### src/rtl/dfs_ctrl_if.sv
// ============================================================================
// Module      : dfs_ctrl_if
// Description : Load/override inputs and clock-select outputs of dfs_ctrl.
// Revision    : 1.0 - initial release
// ============================================================================
`default_nettype none

interface dfs_ctrl_if #(
  parameter int WIN_LEN = 256
) ();
  localparam int CW = $clog2(WIN_LEN + 1);

  logic          busy;
  logic          force_en;
  logic          force_sel;
  logic          sel;
  logic          switching;
  logic          win_done;
  logic [CW-1:0] act_cnt;

  modport master (
    input  busy, force_en, force_sel,
    output sel, switching, win_done, act_cnt
  );

  modport slave (
    output busy, force_en, force_sel,
    input  sel, switching, win_done, act_cnt
  );
endinterface

`default_nettype wire

### src/rtl/dfs_ctrl.sv
// ============================================================================
// Module      : dfs_ctrl
// Description : Windowed busy-count DFS decision with hysteresis, dwell,
//               settle hold-off and software override of the clock select.
// Revision    : 1.0 - initial release
// ============================================================================
`default_nettype none

module dfs_ctrl #(
  parameter int WIN_LEN = 256,
  parameter int HI_TH   = 192,
  parameter int LO_TH   = 64,
  parameter int DWELL   = 4,
  parameter int SETTLE  = 16
) (
  input  logic       clk,
  input  logic       rstn,
  dfs_ctrl_if.master dfs_io
);

  localparam int CW = $clog2(WIN_LEN + 1);
  localparam int WW = $clog2(WIN_LEN);
  localparam int DW = $clog2(DWELL + 1);
  localparam int SW = $clog2(SETTLE + 1);

  localparam logic [WW-1:0] C_WIN_LAST    = WW'(WIN_LEN - 1);
  localparam logic [CW-1:0] C_HI_TH       = CW'(HI_TH);
  localparam logic [CW-1:0] C_LO_TH       = CW'(LO_TH);
  localparam logic [DW-1:0] C_DWELL_LAST  = DW'(DWELL - 1);
  localparam logic [SW-1:0] C_SETTLE_LAST = SW'(SETTLE - 1);

  typedef enum logic [1:0] {
    S_SLOW      = 2'd0,
    S_UP_SETTLE = 2'd1,
    S_FAST      = 2'd2,
    S_DN_SETTLE = 2'd3
  } state_t;

  logic [WW-1:0] win_cnt_q,  win_cnt_d;
  logic [CW-1:0] acc_q,      acc_d;
  logic [CW-1:0] act_cnt_q,  act_cnt_d;
  logic          win_done_q, win_done_d;

  state_t        state_q,    state_d;
  logic [DW-1:0] dwell_q,    dwell_d;
  logic [SW-1:0] settle_q,   settle_d;
  logic          sel_q,      sel_d;
  logic          switching_q, switching_d;

  logic          w_win_last;
  logic [CW-1:0] w_acc_sum;

  assign w_win_last = (win_cnt_q == C_WIN_LAST);
  assign w_acc_sum  = acc_q + CW'(dfs_io.busy);

  // The window free-runs regardless of FSM state or override.
  always_comb begin
    win_cnt_d  = win_cnt_q + WW'(1);
    acc_d      = w_acc_sum;
    act_cnt_d  = act_cnt_q;
    win_done_d = 1'b0;
    if (w_win_last) begin
      win_cnt_d  = '0;
      acc_d      = '0;
      act_cnt_d  = w_acc_sum;
      win_done_d = 1'b1;
    end
  end

  always_comb begin
    state_d  = state_q;
    dwell_d  = dwell_q;
    settle_d = settle_q;
    unique case (state_q)
      S_SLOW: begin
        if (dfs_io.force_en) begin
          dwell_d = '0;
          if (dfs_io.force_sel) begin
            state_d  = S_UP_SETTLE;
            settle_d = '0;
          end
        end else if (win_done_q) begin
          if (act_cnt_q >= C_HI_TH) begin
            if (dwell_q == C_DWELL_LAST) begin
              state_d  = S_UP_SETTLE;
              dwell_d  = '0;
              settle_d = '0;
            end else begin
              dwell_d = dwell_q + DW'(1);
            end
          end else begin
            dwell_d = '0;
          end
        end
      end
      S_FAST: begin
        if (dfs_io.force_en) begin
          dwell_d = '0;
          if (!dfs_io.force_sel) begin
            state_d  = S_DN_SETTLE;
            settle_d = '0;
          end
        end else if (win_done_q) begin
          if (act_cnt_q <= C_LO_TH) begin
            if (dwell_q == C_DWELL_LAST) begin
              state_d  = S_DN_SETTLE;
              dwell_d  = '0;
              settle_d = '0;
            end else begin
              dwell_d = dwell_q + DW'(1);
            end
          end else begin
            dwell_d = '0;
          end
        end
      end
      S_UP_SETTLE, S_DN_SETTLE: begin
        // Votes and override are frozen until the switch finishes its handover.
        dwell_d = '0;
        if (settle_q == C_SETTLE_LAST) begin
          state_d  = (state_q == S_UP_SETTLE) ? S_FAST : S_SLOW;
          settle_d = '0;
        end else begin
          settle_d = settle_q + SW'(1);
        end
      end
      default: begin
        state_d  = S_SLOW;
        dwell_d  = '0;
        settle_d = '0;
      end
    endcase

    sel_d       = (state_d == S_UP_SETTLE) || (state_d == S_FAST);
    switching_d = (state_d == S_UP_SETTLE) || (state_d == S_DN_SETTLE);
  end

  always_ff @(posedge clk or negedge rstn) begin
    if (!rstn) begin
      win_cnt_q   <= '0;
      acc_q       <= '0;
      act_cnt_q   <= '0;
      win_done_q  <= 1'b0;
      state_q     <= S_SLOW;
      dwell_q     <= '0;
      settle_q    <= '0;
      sel_q       <= 1'b0;
      switching_q <= 1'b0;
    end else begin
      win_cnt_q   <= win_cnt_d;
      acc_q       <= acc_d;
      act_cnt_q   <= act_cnt_d;
      win_done_q  <= win_done_d;
      state_q     <= state_d;
      dwell_q     <= dwell_d;
      settle_q    <= settle_d;
      sel_q       <= sel_d;
      switching_q <= switching_d;
    end
  end

  assign dfs_io.sel       = sel_q;
  assign dfs_io.switching = switching_q;
  assign dfs_io.win_done  = win_done_q;
  assign dfs_io.act_cnt   = act_cnt_q;

endmodule

`default_nettype wire

### src/flat_wrapper.sv
// flat-port wrapper written by rule: the top's interface ports become plain ports
module dfs_ctrl_flat 
#(
  parameter int WIN_LEN = 256,
  parameter int HI_TH   = 192,
  parameter int LO_TH   = 64,
  parameter int DWELL   = 4,
  parameter int SETTLE  = 16
)
  (clk, rstn, dfs_io_busy, dfs_io_force_en, dfs_io_force_sel, dfs_io_sel, dfs_io_switching, dfs_io_win_done, dfs_io_act_cnt);
  dfs_ctrl_if #(.WIN_LEN(WIN_LEN)) dfs_io_i ();
  input  logic clk;
  input  logic rstn;
  input wire logic [$bits(dfs_io_i.busy)-1:0] dfs_io_busy;
  input wire logic [$bits(dfs_io_i.force_en)-1:0] dfs_io_force_en;
  input wire logic [$bits(dfs_io_i.force_sel)-1:0] dfs_io_force_sel;
  output wire logic [$bits(dfs_io_i.sel)-1:0] dfs_io_sel;
  output wire logic [$bits(dfs_io_i.switching)-1:0] dfs_io_switching;
  output wire logic [$bits(dfs_io_i.win_done)-1:0] dfs_io_win_done;
  output wire logic [$bits(dfs_io_i.act_cnt)-1:0] dfs_io_act_cnt;
  assign dfs_io_i.busy = dfs_io_busy;
  assign dfs_io_i.force_en = dfs_io_force_en;
  assign dfs_io_i.force_sel = dfs_io_force_sel;
  assign dfs_io_sel = dfs_io_i.sel;
  assign dfs_io_switching = dfs_io_i.switching;
  assign dfs_io_win_done = dfs_io_i.win_done;
  assign dfs_io_act_cnt = dfs_io_i.act_cnt;
  dfs_ctrl #(.WIN_LEN(WIN_LEN), .HI_TH(HI_TH), .LO_TH(LO_TH), .DWELL(DWELL), .SETTLE(SETTLE)) u_core (.clk(clk), .rstn(rstn), .dfs_io(dfs_io_i));
endmodule
### config.mk
export PLATFORM = sky130hd
export DESIGN_NAME = dfs_ctrl_flat
export DESIGN_NICKNAME = d
export VERILOG_FILES = /design/src/rtl/dfs_ctrl_if.sv /design/src/rtl/dfs_ctrl.sv /design/src/flat_wrapper.sv
export SDC_FILE = /design/constraint.sdc
export NUM_CORES = 1
export LEC_CHECK = 0
export BUFFER_PORTS_ARGS = -buffer_cell sky130_fd_sc_hd__buf_2
export CORE_MARGIN = 2
export CORE_UTILIZATION = 35
export CTS_CLUSTER_SIZE = 10
export DETAILED_ROUTE_END_ITERATION = 7
export GPL_TIMING_DRIVEN = 0
export SYNTH_ARGS = -nofsm -noshare
export SYNTH_HDL_FRONTEND = slang
export SYNTH_SLANG_ARGS = --single-unit
### constraint.sdc
create_clock -name clk -period 1.8 [get_ports clk]
set_clock_uncertainty 0.15 [all_clocks]
set_input_delay 0.27 -clock clk [delete_from_list [all_inputs] [get_ports clk]]
set_output_delay 0.27 -clock clk [all_outputs]
set_load 0.01 [all_outputs]
==> results of run 1 <==
## per-stage QoR
stage / TNS (ns) / worst slack, ns
finish: -0.735 / -0.206
global route: -1.46 / -0.284
CTS: -0.954 / -0.203
detailed placement: -3.83 / -0.237
global placement: -3.68 / -0.214
floorplan: -0.159 / -0.0887
## cell usage after synthesis (2+ instances only)
| cell type | instances |
|---|---|
| nand2_1 | 12 |
| or4_4 | 2 |
| xnor2_1 | 9 |
| mux2_2 | 2 |
| dfrtp_1 | 39 |
| and2_1 | 4 |
| nor2b_1 | 5 |
| inv_1 | 9 |
| nor2_1 | 23 |
| and3_1 | 2 |
| buf_2 | 3 |
| o21ai_0 | 5 |
| clkbuf_1 | 2 |
| a21oi_1 | 12 |
| o21a_1 | 2 |
| nand3_1 | 7 |
| xor2_1 | 6 |
| nor3_1 | 3 |
| ha_1 | 6 |
## tightest hold or removal path, cell delays in order
cell,delay [ns]
buf_2,0.13
nor2_1,0.10
o21a_1,0.11
## timing repair
action	CTS	global route
resized for setup	13	9
endpoints found under the setup margin	29	18
pin swaps	15	7
hold buffers	1	0
buffers inserted	7	2
endpoints found under the hold margin	39	0
## how the worst max path moves through the flow
| stage | from | endpoint | slack [ns] | cells after the start |
|---|---|---|---|---|
| finish | u_core.dfs_io.act_cnt[4]$_DFFE_PN0P_ | u_core.dfs_io.sel$_DFF_PN0_ | -0.21 | 6 |
| detailed placement | u_core.dfs_io.act_cnt[8]$_DFFE_PN0P_ | u_core.dfs_io.sel$_DFF_PN0_ | -0.24 | 6 |
| global placement | u_core.dwell_q[0]$_DFFE_PN0P_ | u_core.settle_q[1]$_DFFE_PN0P_ | -0.21 | 5 |
| CTS | u_core.dfs_io.act_cnt[4]$_DFFE_PN0P_ | u_core.dfs_io.sel$_DFF_PN0_ | -0.20 | 6 |
| global route | u_core.dfs_io.act_cnt[4]$_DFFE_PN0P_ | u_core.dfs_io.sel$_DFF_PN0_ | -0.28 | 6 |
| floorplan | u_core.dfs_io.act_cnt[1]$_DFFE_PN0P_ | u_core.dfs_io.sel$_DFF_PN0_ | -0.09 | 6 |
## report_power, final
part / leakage, nW / switching (mW) / internal [mW]
combinational: 0.449 / 0.407 / 0.348
clock: 0.0612 / 0.299 / 0.448
sequential: 0.463 / 0.113 / 1.05
## per-layer routing
metal	track usage [%]	vias to the layer above	routed length (µm)
li1	-	654	-
met1	17.8	618	1670
met2	20.7	18	1530
met3	3.17	2	107
met4	4.68	0	22
met5	0	-	0
## area by class of cell
type / instances / area, µm² / share of cell area (%)
inverter: 9 / 33.8 / 1.50
clock inverter: 2 / 35.0 / 1.56
timing repair buffer: 26 / 158 / 7.01
multi-input combinational: 119 / 838 / 37.3
clock buffer: 6 / 82.6 / 3.67
tap: 70 / 87.6 / 3.90
sequential: 39 / 978 / 43.5
buffer: 5 / 35.0 / 1.56
## flip-flops by register name, summed over array words and instances, names as in the netlist
| signal | cells |
|---|---|
| u_core.acc_q | 9 |
| u_core.dfs_io.act_cnt | 9 |
| u_core.dfs_io.sel | 1 |
| u_core.dfs_io.switching | 1 |
| u_core.dfs_io.win_done | 1 |
| u_core.dwell_q | 3 |
| u_core.settle_q | 5 |
| u_core.state_q | 2 |
| u_core.win_cnt_q | 8 |
## cells by family after synthesis
| group | count (synthesis) | share of synthesized area [%] |
|---|---|---|
| compound gates | 32 | 12.2 |
| xor+xnor | 15 | 7.27 |
| fa+ha+maj | 6 | 4.15 |
| buf+inv | 14 | 3.11 |
| flops | 39 | 54.0 |
| mux | 2 | 1.25 |
| simple gates | 64 | 18.1 |
==> results.md, run 1 <==
* Status: complete, but fails checks
* Failing checks: negative setup slack
* R2r setup slk at -0.21 ns
* Initial antenna violation count at 0
* Synth Area per Inst at about 11 µm²
* CTS buffer count at 5
* Max Cap Viol at 0
* Die Span Y at 75.9 µm
* Clock Tree Root: clkbuf_8
* Largest stage delay, worst path at ~0.58 ns
* FF-to-FF End: u_core.dfs_io.sel$_DFF_PN0_
* Row Count at 26
* Critical Path Fanout Max at 2
* RR Startpoint: u_core.dfs_io.act_cnt[4]$_DFFE_PN0P_
* Nets at 216
* CTS tree: yes
* P_leak at 0.973 nW
* Share of the synthesized area in the top cell type at 54.0%
* Achievable clock frequency at 0.498 GHz
* Commonest non-fill, non-tap cell in the layout: dfrtp_1
* Synthesis Warnings at 0
* Crit path time final at 2.01 ns
* Remaining DRCs at 0
* Final Instance Area at 0.00225 mm²
* Cell Chain, Critical Path: or4_4, o32ai_4, a311oi_2, a31oi_1, ha_1, inv_1
* Global-route usage over all layers at 13.2%
* Post-synth EDFFs at 0
* Final Slew Violations at 0
* Number of synthesized register bits at 39
* Antenna diodes at 0
* Total placed cells including tap cells at 258
* CP top delay family: simple AND/OR/NAND/NOR gates
* Area Growth Syn to Fin at 24.4%
* Area leader, netlist: dfrtp_1
* HP Start: dfs_io_force_en
* Slowest cell on crit path: or4_4
* Layout cells sized above 1 at between 20% and 30%
* Worst VDD drop at 0.553 mV
* Core footprint at around 0.0050 mm²
* Data required, critical path at between 1.5 and 2 ns
* Port buffer count at 16
* Post-layout instance count excluding filler cells at 276
* Post-synthesis cell type count at 38
* Most frequent cells in the layout: 37 x dfrtp_1, 23 x nor2_1, 17 x buf_2
* Setup crit end kind: flop
* Unrepaired setup endpoints after global routing: yes
* Clock-pin slew on the worst setup and hold paths at 0.08 ns
* Post-DP Area at between 0.0015 and 0.002 mm²
* WHS Endpoint: u_core.dwell_q[1]$_DFFE_PN0P_
* Initial Util at 35.9%
* Vias in the first global route at 1270
* Ys async rst share at 100%
* Startpoint Class: flop
* Slew @ Worst Pin at 0.851 ns
* Reg2Reg Depth at 6
* Seq/Total Area, Yosys at 54.0%
* WL final at 3330 µm
* Pin count of the biggest net entering global routing at 40
* Bufs and invs on worst path at 1
* Synth Instances at between 150 and 200
* WHS at 0.216 ns
* Wire length of the first global-routing pass at 5700 µm
* DIE AREA at 0.00576 mm²
* Initial DRC count at 29
* Leading cell types by total area after synthesis: dfrtp_1 54%, nor2_1 4.8%, xnor2_1 4.4%
* GRT overflow at 0
* # IOs at 17
* Clock buffer depth at 2
* Initial DRT Pass Iterations at 4
* Final Hold Fails at 0
* Gp weighted congestion at 0.790
* Post-Syn Area at 0.00181 mm²
* Worst EP arrival at between 2 and 2.5 ns
* Final antenna-violating net count at 0
* Fillers at 491
* Post-synth net total at 183
* Max transition margin at 43.3%
* Crit Path Class: reg -> reg
* Hold path depth at 3
* Top FF cell, synth: dfrtp_1
* Min-Delay Path Class: in -> reg
* Final worst-path cycle share at 111%
* Final setup margin at -0.206 ns
* H-tree depth at 2
* Clk Latency, worst-skew pair at between 0.2 and 0.3 ns
* Clock sinks at 39
* DR vias at 1292
* DR vias/cell at 4.68
* Die span in x at between 70 and 80 µm
* DP HPWL at 2250 µm
* Final Core Density at 44.6%
* DR WL/cell at roughly 12 µm
* Total power at 2.66 mW
* Endpoints failing setup at 8
* Total power divided by cell area at around 1200 mW/mm²
No activity file was read; power rests on OpenSTA's default activity.
==> inputs of run 2 (changes only) <==
--- a/config.mk
+++ b/config.mk
@@ -11,6 +11,7 @@
 export CTS_CLUSTER_SIZE = 10
 export DETAILED_ROUTE_END_ITERATION = 7
 export GPL_TIMING_DRIVEN = 0
+export RECOVER_POWER = 100
 export SYNTH_ARGS = -nofsm -noshare
 export SYNTH_HDL_FRONTEND = slang
 export SYNTH_SLANG_ARGS = --single-unit
==> results.md, run 2 (synthesis results as in run 1) <==
* Status: complete, but fails checks
* Failing checks: negative setup slack
* Reg2Reg Depth at 6
* Worst VDD drop at between 0.5 and 0.6 mV
* Final Hold Fails at 0
* Antenna diodes at 0
* GRT Max-Usage Layer: met2
* Crit path time final at about 2.0 ns
* # IOs at 17
* Port buffer count at 16
* Clk Latency, worst-skew pair at about 0.28 ns
* WL final at 3320 µm
* Worst EP arrival at 2.08 ns
* FF-to-FF End: u_core.dfs_io.sel$_DFF_PN0_
* Final antenna-violating net count at 0
* DR WL/cell at 12.0 µm
* Commonest non-fill, non-tap cell in the layout: dfrtp_1
* DIE AREA at about 0.0058 mm²
* Clock sinks at 39
* GRT met3 Usage at between 3 and 4%
* CTS buffer count at 5
* Final setup margin at -0.198 ns
* Slowest cell on crit path: or4_4
* Setup crit end kind: flop
* Most frequent cells in the layout: 37 x dfrtp_1, 23 x nor2_1, 12 x nand2_1, 12 x a21oi_1
* DP HPWL at between 2000 and 2500 µm
* Final Core Density at a little over two fifths
* CTS tree: yes
* Final Instance Area at 0.00222 mm²
* Remaining DRCs at 0
* Final worst-path cycle share at 111%
* Critical Path Fanout Max at 2
* Slew @ Worst Pin at 0.952 ns
* Bufs and invs on worst path at 1
* Startpoint Class: flop
* Initial antenna violation count at 0
* Clock Tree Root: clkbuf_8
* CP top delay family: simple AND/OR/NAND/NOR gates
* RR Startpoint: u_core.dfs_io.act_cnt[4]$_DFFE_PN0P_
* CP startpoint: u_core.dfs_io.act_cnt[4]$_DFFE_PN0P_
* Min-Delay Path Class: in -> reg
* DR vias at 1293
* Die Span Y at 75.9 µm
* Vias in the first global route at 1270
* Met2 usage at a little over 20%
* Initial DRT Pass Iterations at 4
* Row Count at 26
* Clock buffer depth at 2
* Endpoints failing setup at 18
* Unrepaired setup endpoints after global routing: yes
* Core footprint at 0.00504 mm²
* Max Cap Viol at 0
* Setup crit end: u_core.dfs_io.sel$_DFF_PN0_
* Wire length of the first global-routing pass at 5700 µm
* Layout cells sized above 1 at between 20% and 30%
* Achievable clock frequency at 0.501 GHz
* Pin count of the biggest net entering global routing at 40
* R2r setup slk at -0.20 ns
* CP Depth at 6
* Nets at 216
* Initial DRC count at 28
* Total power divided by cell area at 1190 mW/mm²
* Post-layout instance count excluding filler cells at between 200 and 300
* Total power at roughly 2.6 mW
* Final Slew Violations at 0
* Crit Path Class: reg -> reg
* Data required, critical path at 1.88 ns
* Clock-pin slew on the worst setup and hold paths at roughly 0.080 ns
* Die span in x at about 76 µm
* Post-DP Area at 0.00198 mm²
* GRT met1 Usage at 17.8%
* H-tree depth at 2
* GRT overflow at 0
* P_leak at between 0.9 and 1 nW
* Max transition margin at 36.6%
* Initial Util at 35.9%
* WHS at 0.217 ns
* Area Growth Syn to Fin at 22.7%
* DR vias/cell at between 4 and 5
* Global-route usage over all layers at 13.2%
* Total placed cells including tap cells at between 200 and 300
* Gp weighted congestion at 0.790
* Cell Chain, Critical Path: or4_4, o32ai_4, a311oi_2, a31oi_1, ha_1, inv_1
* Largest stage delay, worst path at 0.58 ns
==> run 2: worst reg2reg max path, delay by kind of cell, from the launching register on <==
family,cells,cell delay (ns)
and+or+nand+nor,1,0.58
DFF,1,0.39
buffers and inverters,1,0.06
AOI/OAI and AO/OA,3,0.50
adders and majority gates,1,0.27
==> run 2: stage by stage <==
step | setup slack [ns] | TNS [ns]
6_report | -0.198 | -0.970
5_1_grt | -0.284 | -3.73
4_1_cts | -0.203 | -0.954
3_5_place_dp | -0.237 | -3.83
3_3_place_gp | -0.214 | -3.68
2_1_floorplan | -0.0887 | -0.159
==> run 2: what timing repair did <==
item,4_1_cts,5_1_grt
setup endpoints to repair,29,18
pin swaps,15,7
gates resized for setup,13,9
setup buffers,7,2
endpoints found under the hold margin,39,0
hold buffers,1,0
==> run 2: cell type report <==
type	instances	area (µm²)
inverter	9	33.8
sequential	39	978
multi-input combinational	119	826
clock inverter	2	35.0
clock buffer	6	82.6
fill	498	2820
timing repair buffer	26	146
buffer	5	28.8
tap	70	87.6
==> run 2: metal layers <==
layer | part of all wire, % | vias up
met1 | 50 | 617
met3 | 3.2 | 2
met5 | 0 | -
met2 | 46 | 18
met4 | 0.66 | 0
li1 | - | 656
==> run 2: how the worst min path moves through the flow <==
stage | from | end | cells after the start
after global routing | dfs_io_force_en | u_core.dwell_q[1]$_DFFE_PN0P_ | 3
after CTS | dfs_io_force_en | u_core.dwell_q[1]$_DFFE_PN0P_ | 3
after floorplan | rstn | u_core.acc_q[0]$_DFF_PN0_ | 0
after detailed placement | rstn | u_core.dwell_q[2]$_DFFE_PN0P_ | 1
after global placement | rstn | u_core.dwell_q[2]$_DFFE_PN0P_ | 1
final | dfs_io_force_en | u_core.dwell_q[1]$_DFFE_PN0P_ | 3
==> run 2: power by group <==
group | leakage, nW | switching, mW | internal [mW]
registers | 0.463 | 0.113 | 1.05
clock network | 0.0612 | 0.296 | 0.448
logic | 0.426 | 0.407 | 0.338
==> inputs of run 3 (changes only) <==
--- a/config.mk
+++ b/config.mk
@@ -11,7 +11,7 @@
 export CTS_CLUSTER_SIZE = 10
 export DETAILED_ROUTE_END_ITERATION = 7
 export GPL_TIMING_DRIVEN = 0
-export RECOVER_POWER = 100
+export RECOVER_POWER = 25
 export SYNTH_ARGS = -nofsm -noshare
 export SYNTH_HDL_FRONTEND = slang
 export SYNTH_SLANG_ARGS = --single-unit
==> constraint.sdc (replaced) <==
create_clock -name clk -period 2.3 [get_ports clk]
set_clock_uncertainty 0.15 [all_clocks]
set_input_delay 0.345 -clock clk [delete_from_list [all_inputs] [get_ports clk]]
set_output_delay 0.345 -clock clk [all_outputs]
set_load 0.01 [all_outputs]
==> results.md, run 3 (synthesis results as in run 1) <==
* Status: completed
* Initial DRT Pass Iterations at 4
* Fillers at 501
* Startpoint Class: flop
* WL final at roughly 3200 µm
* Commonest non-fill, non-tap cell in the layout: dfrtp_1
* Wire length of the first global-routing pass at 5450 µm
* Die Span Y at 75.9 µm
* Crit Path Class: reg -> reg
* Achievable clock frequency at 0.478 GHz
* Final Slew Violations at 0
* Fin Setup TNS at 0 ns
* Initial antenna violation count at 0
* Global-route usage over all layers at 12.8%
* Initial DRC count at just over 90
* CTS resizes at 0
* DR vias/cell at 4.79
* # IOs at 17
* CTS Hold Bufs at 0
* Setup crit end kind: flop
* Unrepaired setup endpoints after global routing: no
* P_leak at 0.906 nW
* Critical Path Fanout Max at 7
* Crit path time final at approximately 2.1 ns
* Vias in the first global route at 1207
* GRT overflow at 0
* Max Cap Viol at 0
* Data required, critical path at 2.39 ns
* Sw Ratio at about a third
* Clock-pin slew on the worst setup and hold paths at 0.08 ns
* Nets at ~200
* Slew @ Worst Pin at roughly 0.93 ns
* Core footprint at 0.00504 mm²
* Flop pwr share at just under 50%
* Clock power share at 24.8%
* Psw at between 0.6 and 0.7 mW
* Antenna diodes at 0
* Remaining DRCs at 0
* P_int at 1.28 mW
* H-tree depth at 2
* Bufs and invs on worst path at 1
* Row Count at 26
* Worst VDD drop at between 0.4 and 0.5 mV
* Min-Delay Path Class: in -> async
* Final antenna-violating net count at 0
* Final Core Density at 40.9%
* Clock buffer depth at 2
* Comb pwr share at 27.1%
* Clk Latency, worst-skew pair at roughly 0.29 ns
* DR vias at 1270
* Final Hold Fails at 0
* Gp weighted congestion at between 0.7 and 0.8
* CTS tree: yes
* Pin count of the biggest net entering global routing at 40
* Area Growth Syn to Fin at 14.1%
* Reg2Reg Depth at 6
* Clock sinks at 39
* Worst EP arrival at 2.18 ns
* Total power divided by cell area at 914 mW/mm²
* Setup Fix Bufs, Post-CTS at 0
* Layout cells sized above 1 at about 18%
* Max transition margin at between 30% and 40%
* RR Startpoint: u_core.dfs_io.act_cnt[7]$_DFFE_PN0P_
* Most frequent cells in the layout: 39 x dfrtp_1, 23 x nor2_1, 18 x buf_2
* FF-to-FF End: u_core.dfs_io.sel$_DFF_PN0_
* CTS buffer count at 5
* Port buffer count at 16
* Cell Chain, Critical Path: or4_4, o32ai_1, a311oi_1, a31oi_1, ha_1, inv_1
* Slowest cell on crit path: or4_4
* Die span in x at ~76 µm
* R2r setup slk at just over 0.2 ns
* Clock Tree Root: clkbuf_8
* CP top delay family: simple AND/OR/NAND/NOR gates
* DIE AREA at 0.00576 mm²
* DR WL/cell at 12.2 µm
* Final worst-path cycle share at just over 90%
* Endpoints failing setup at 0
* DP HPWL at 2260 µm
* Initial Util at 35.9%
* Largest stage delay, worst path at 0.57 ns
## run 3: cell types whose count changed in the layout (fill, tap and decap cells not counted), moves of 2 or more
| cell | previous run | this run |
|---|---|---|
| buf_2 | 7 | 18 |
| buf_4 | 10 | 0 |
| clkbuf_1 | 10 | 2 |
| o21ai_0 | 2 | 5 |
| o21ai_1 | 3 | 0 |
| dfrtp_1 | 37 | 39 |
| dfrtp_2 | 2 | 0 |
## run 3: final cells by class
| class | count | area [µm²] | share of cell area [%] |
|---|---|---|---|
| inverter | 9 | 33.8 | 1.64 |
| tap | 70 | 87.6 | 4.24 |
| multi-input combinational | 119 | 776 | 37.6 |
| buffer | 5 | 22.5 | 1.09 |
| sequential | 39 | 976 | 47.3 |
| clock buffer | 6 | 82.6 | 4.00 |
| timing repair buffer | 16 | 80.1 | 3.88 |
| clock inverter | 1 | 5.00 | 0.243 |
## run 3: worst max-delay path by stage
stage                                               from                              to  slack, ns  cells after the start
CTS                 u_core.dfs_io.act_cnt[7]$_DFFE_PN0P_     u_core.dfs_io.sel$_DFF_PN0_       0.21                      6
global route               u_core.dwell_q[0]$_DFFE_PN0P_  u_core.settle_q[1]$_DFFE_PN0P_        0.1                      5
global placement    u_core.dfs_io.act_cnt[7]$_DFFE_PN0P_     u_core.dfs_io.sel$_DFF_PN0_       0.24                      6
floorplan           u_core.dfs_io.act_cnt[7]$_DFFE_PN0P_     u_core.dfs_io.sel$_DFF_PN0_       0.35                      6
finish              u_core.dfs_io.act_cnt[7]$_DFFE_PN0P_     u_core.dfs_io.sel$_DFF_PN0_       0.21                      6
detailed placement  u_core.dfs_io.act_cnt[7]$_DFFE_PN0P_     u_core.dfs_io.sel$_DFF_PN0_       0.24                      6
## run 3: per-stage QoR
step / total power, mW / cell area [µm²] / setup slack, ns / instances / hold slack [ns]
4_1_cts: 1.92 / 2060 / 0.210 / 265 / 0.0445
3_3_place_gp: 1.43 / 1980 / 0.236 / 258 / 0.294
2_1_floorplan: 1.31 / 1810 / 0.354 / 172 / -0.101
6_report: 1.88 / 2060 / 0.206 / 265 / 0.0390
3_5_place_dp: 1.44 / 1980 / 0.236 / 258 / 0.296
5_1_grt: 2.04 / 2060 / 0.0952 / 265 / 0.126
## run 3: power by group through the flow
| stage | registers, mW | logic [mW] | clock network (mW) |
|---|---|---|---|
| finish | 0.906 | 0.511 | 0.468 |
| global route | 0.926 | 0.603 | 0.512 |
| CTS | 0.907 | 0.523 | 0.488 |
| detailed placement | 0.920 | 0.518 | 0 |
| global placement | 0.916 | 0.514 | 0 |
| floorplan | 0.913 | 0.393 | 0 |
## run 3: routing by layer
layer	GRT usage, %	wire length [µm]	vias to the layer above
li1	-	-	630
met1	17.4	1630	606
met3	3.57	122	7
met5	0	0	-
met4	5.85	55	0
met2	18.9	1440	27
